===== src/rtl/serial_feed_ctrl.sv =====
`default_nettype none
// ============================================================================
// Module   : serial_feed_ctrl
// Brief    : Captures a switch word on start and shifts it out one bit per
//            paced strobe to the sequence detector, counting detector hits.
// Revision : 1.0 - initial release
// ============================================================================
module serial_feed_ctrl #(
    parameter int DATA_W    = 8,
    parameter int TICK_DIV  = 50000,
    parameter bit MSB_FIRST = 1'b1
) (
    input  logic              clk_i,
    input  logic              rst_i,
    input  logic              start_i,
    input  logic [DATA_W-1:0] word_i,
    input  logic              repeat_i,
    input  logic              hit_i,
    output logic              bit_o,
    output logic              bit_vld_o,
    output logic              busy_o,
    output logic              done_o,
    output logic [3:0]        bit_idx_o,
    output logic [3:0]        hit_cnt_o
);

    localparam int TICK_W = (TICK_DIV > 1) ? $clog2(TICK_DIV) : 1;
    localparam logic [TICK_W-1:0] C_TICK_LAST = TICK_W'(TICK_DIV - 1);
    localparam logic [3:0]        C_LAST_BIT  = 4'(DATA_W - 1);

    localparam logic [1:0] C_IDLE   = 2'd0;
    localparam logic [1:0] C_WAIT   = 2'd1;
    localparam logic [1:0] C_STROBE = 2'd2;
    localparam logic [1:0] C_DONE   = 2'd3;

    logic [1:0]        state_q,   state_d;
    logic [TICK_W-1:0] tick_cnt_q, tick_cnt_d;
    logic [DATA_W-1:0] shreg_q,   shreg_d;
    logic [DATA_W-1:0] word_q,    word_d;
    logic [3:0]        bit_idx_q, bit_idx_d;
    logic [3:0]        hit_cnt_q, hit_cnt_d;
    logic [DATA_W-1:0] w_shifted;

    generate
        if (MSB_FIRST) begin : g_msb_first
            assign w_shifted = {shreg_q[DATA_W-2:0], 1'b0};
            assign bit_o     = shreg_q[DATA_W-1];
        end else begin : g_lsb_first
            assign w_shifted = {1'b0, shreg_q[DATA_W-1:1]};
            assign bit_o     = shreg_q[0];
        end
    endgenerate

    always_comb begin
        state_d    = state_q;
        tick_cnt_d = tick_cnt_q;
        shreg_d    = shreg_q;
        word_d     = word_q;
        bit_idx_d  = bit_idx_q;
        hit_cnt_d  = hit_cnt_q;

        // Hits are credited first so a DONE-cycle hit lands on the finished word.
        if ((state_q != C_IDLE) && hit_i && (hit_cnt_q != 4'hF)) begin
            hit_cnt_d = hit_cnt_q + 4'd1;
        end

        case (state_q)
            C_IDLE: begin
                if (start_i) begin
                    shreg_d    = word_i;
                    word_d     = word_i;
                    tick_cnt_d = '0;
                    bit_idx_d  = 4'd0;
                    hit_cnt_d  = 4'd0;
                    state_d    = C_WAIT;
                end
            end
            C_WAIT: begin
                if (tick_cnt_q == C_TICK_LAST) begin
                    tick_cnt_d = '0;
                    state_d    = C_STROBE;
                end else begin
                    tick_cnt_d = tick_cnt_q + 1'b1;
                end
            end
            C_STROBE: begin
                shreg_d   = w_shifted;
                bit_idx_d = bit_idx_q + 4'd1;
                state_d   = (bit_idx_q == C_LAST_BIT) ? C_DONE : C_WAIT;
            end
            C_DONE: begin
                if (repeat_i) begin
                    shreg_d    = word_q;
                    tick_cnt_d = '0;
                    bit_idx_d  = 4'd0;
                    hit_cnt_d  = 4'd0;
                    state_d    = C_WAIT;
                end else begin
                    state_d = C_IDLE;
                end
            end
            default: state_d = C_IDLE;
        endcase
    end

    always_ff @(posedge clk_i) begin
        if (rst_i) begin
            state_q    <= C_IDLE;
            tick_cnt_q <= '0;
            shreg_q    <= '0;
            word_q     <= '0;
            bit_idx_q  <= 4'd0;
            hit_cnt_q  <= 4'd0;
        end else begin
            state_q    <= state_d;
            tick_cnt_q <= tick_cnt_d;
            shreg_q    <= shreg_d;
            word_q     <= word_d;
            bit_idx_q  <= bit_idx_d;
            hit_cnt_q  <= hit_cnt_d;
        end
    end

    assign bit_vld_o = (state_q == C_STROBE);
    assign busy_o    = (state_q != C_IDLE);
    assign done_o    = (state_q == C_DONE);
    assign bit_idx_o = bit_idx_q;
    assign hit_cnt_o = hit_cnt_q;

endmodule
`default_nettype wire


===== config.mk =====
export PLATFORM = sky130hd
export DESIGN_NAME = serial_feed_ctrl
export DESIGN_NICKNAME = d
export VERILOG_FILES = /design/src/rtl/serial_feed_ctrl.sv
export SDC_FILE = /design/constraint.sdc
export NUM_CORES = 1
export LEC_CHECK = 0
export BUFFER_PORTS_ARGS = -buffer_cell sky130_fd_sc_hd__buf_2
export CORE_ASPECT_RATIO = 1.2
export CORE_MARGIN = 3
export CORE_UTILIZATION = 25
export DETAILED_ROUTE_END_ITERATION = 6
export SYNTH_ARGS = -nofsm -noshare
export SYNTH_HDL_FRONTEND = slang
export SYNTH_SLANG_ARGS = --single-unit

===== constraint.sdc =====
create_clock -name clk_i -period 2.6 [get_ports clk_i]
set_input_delay 0.39 -clock clk_i [delete_from_list [all_inputs] [get_ports clk_i]]
set_output_delay 0.39 -clock clk_i [all_outputs]
set_load 0.02 [all_outputs]

==> impl_metrics.env <==
export IMPL_status="complete, no violations"
export IMPL_synth_seq_area_share_pct=40.0
export IMPL_clkPwrFrac_pct=25.2
export IMPL_ys_warnings_count=0
export IMPL_syn_to_final_growth_pct=16.5
export IMPL_grt_start_max_net_pins=28
export IMPL_worst_path_max_fanout=12
export IMPL_vias=1914
export IMPL_cts_resized=0
export IMPL_powerDensity_nw_per_um2=810
export IMPL_slew_violations=0
export IMPL_syn_inst=250
export IMPL_peakVddDrop_uv=463
export IMPL_criticalPathCategory="flop to flop"
export IMPL_synth_area_um2=2100
export IMPL_multiInputGateArea_um2=1150
export IMPL_period_share_pct=88.3
export IMPL_root_buffer="clkbuf_8"
export IMPL_synth_xor_area_share_pct=0.834
export IMPL_via_per_inst=4.95
export IMPL_finalSetupViolations=0
export IMPL_postSynthAreaPerCell_um2=8.40
export IMPL_nNetsFinal=293
export IMPL_first_pass_iters=4
export IMPL_whs_path_depth=3
export IMPL_ys_seq_elements=42
export IMPL_final_cell_mix="dfxtp_1, a21oi_1, nand2_1"
export IMPL_diodes=0
export IMPL_clkSinkCount=42
export IMPL_synth_fa_ha_area_share_pct=4.77
export IMPL_worstHoldPathType="primary input to flop"
export IMPL_drt_initial_drc_count=89
export IMPL_seqCellArea_um2=841
export IMPL_grt_setup_unrepaired="false"
export IMPL_dpl_instance_area_um2=2340
export IMPL_max_cap_violations=0
export IMPL_cp_required_ps=2820
export IMPL_synth_nets=271
export IMPL_power_switching_mw=0.709
export IMPL_p_comb_share_pct=34.7
export IMPL_start_util_pct=25.8
export IMPL_io_pins=25
export IMPL_p_seq_share_pct=40.1
export IMPL_finish_instance_area_um2=2450
export IMPL_synth_compound_area_share_pct=20.7
export IMPL_reg2regPathDepth=6
export IMPL_power_share_switching_pct=35.8
export IMPL_drt_total_wl_mm=4.77
export IMPL_port_buffers=24
export IMPL_worstSetupStartpointType="flop"
export IMPL_muxShareOfSynthArea_pct=0
export IMPL_die_area_um2=9540
export IMPL_setup_tns_final_ps=0
export IMPL_die_y_um=106
export IMPL_ys_types=42
export IMPL_cts_tree="done"
export IMPL_track_usage_pct=10.9
export IMPL_post_cts_setup_buffers=0
export IMPL_fp_row_count=36
export IMPL_core_um2=8150
export IMPL_drc_errors=0
export IMPL_clkTransAtPathRegs_ps=80
export IMPL_wl_per_cell_um=12.3
export IMPL_place_ws_ps=326
export IMPL_p_int_mw=1.27
export IMPL_worst_slew_pin_slew_ps=800
export IMPL_clock_path_buffers=2
export IMPL_synth_top_family_by_area="simple AND/OR/NAND/NOR gates"
export IMPL_grt_ovfl_total=0
export IMPL_cts_buffers=5
export IMPL_dpl_hpwl_mm=3.44
export IMPL_cp_end_kind="flop"
export IMPL_grt_pass1_vias=1811
export IMPL_finalNonFillerCells=387
export IMPL_cp_arrival_ps=2510
export IMPL_worst_slack_ps=303
export IMPL_die_w_um=89.7
export IMPL_p_leak_nw=0.862
export IMPL_ant_nets=0
export IMPL_synth_simple_area_share_pct=28.5
export IMPL_dp_cells=379
export IMPL_layout_drive_gt1_share_pct=15.4
export IMPL_grt_pass1_wl_mm=8.44
export IMPL_hold_buffers=0
export IMPL_max_slew_margin_rel_pct=46.0
export IMPL_clock_skew_ps=9.46
export IMPL_timing_final_crit_period_ps=2300
export IMPL_max_freq_mhz=435
export IMPL_hold_viol=0
export IMPL_clk_latency_ps=290
export IMPL_antenna_found_initial=0
export IMPL_htree_levels=2
export IMPL_fillers=878
export IMPL_place_congestion=0.800
export IMPL_final_common_cell="dfxtp_1"
==> worst paths after layout <==
| kind | startpoint | slack, ps | end |
|---|---|---|---|
| max reg2reg | state_q[1] | 300 | tick_cnt_q[15] |
| min | word_i[7] | 350 | word_q[7] |
| min reg2reg | word_q[2] | 460 | word_q[2] |
| max | state_q[1] | 300 | tick_cnt_q[15] |
==> area by class of cell <==
cell class	instances	share of cell area [%]
Clock buffer	7	3.12
Clock inverter	1	1.23
Inverter	9	1.38
Multi-Input combinational cell	185	47.1
Sequential cell	42	34.4
Tap cell	114	5.83
Timing Repair Buffer	29	6.96
==> metal layers <==
metal / global-route usage [%] / vias up / wire length, um
li1: - / 979 / -
met1: 13.8 / 889 / 2080
met2: 18.5 / 40 / 2430
met3: 2.64 / 6 / 204
met4: 2.23 / 0 / 51
met5: 0 / - / 0
==> critical path, cell delays in order (launching register included) <==
cell	delay (ps)
dfxtp_1	420
inv_1	110
ha_1	210
nor2b_2	210
or4b_4	600
or4b_1	520
a21oi_1	140
==> per-stage QoR <==
| step | power, mW | utilization [%] | hold slack (ps) |
|---|---|---|---|
| floorplan | 1.30 | - | 437 |
| global placement | 1.50 | 28.7 | 444 |
| detailed placement | 1.51 | 28.7 | 451 |
| CTS | 2.02 | 30.0 | 342 |
| global route | 2.13 | 30.0 | 371 |
| finish | 1.98 | 30.0 | 353 |
==> cells by family after synthesis <==
logic type               after synthesis
adder cells (fa/ha/maj)                8
AND/OR/NAND/NOR                      106
AO/OA/AOI/OAI                         69
buffers and inverters                 23
XOR/XNOR                               2
flip-flops                            42
==> flip-flops by register name, summed over array words and instances, names as in the netlist <==
signal      cells
tick_cnt_q     16
shreg_q         8
word_q          8
state_q         2
bit_idx_o       4
hit_cnt_o       4
==> synthesized netlist by cell type (all sizes together) <==
cell type  instances  area [um^2]
a211oi             1         7.51
o31ai              7         52.6
a2111oi            1         8.76
nor4               1         6.26
nand3             19         95.1
o21a               1         7.51
and2               2         12.5
and3               2         13.8
nand3b             1         7.51
ha                 8          100
a311oi             7         61.3
buf                5         38.8
nand4              5         31.3
xor2               2         17.5
or2                1         6.26
nor3               6         35.0
nor2              12         45.0
o21ai              9         45.0
o41a               1         11.3
or3                8         50.1
nand4b             3         26.3
and4b              2         20.0
nor2b              5         33.8
or4b               4         47.6
a21oi             31          155
o41ai              2         17.5
a31oi              1         6.26
dfxtp             42          841
nor3b              1         7.51
nand2             25         93.8
clkbuf             9         33.8
a22oi              7         52.6
or4                9         67.6
o21ba              1         10.0
inv                9         33.8
==> power groups by stage <==
stage                     Combinational [mW]  Clock, mW  Sequential, mW
after CTS                              0.704      0.522           0.795
after detailed placement               0.700          0           0.809
after floorplan                        0.484          0           0.813
final                                  0.688      0.499           0.795
after global routing                   0.785      0.541           0.806
after global placement                 0.690          0           0.808
(Power assumes the default switching activity.)
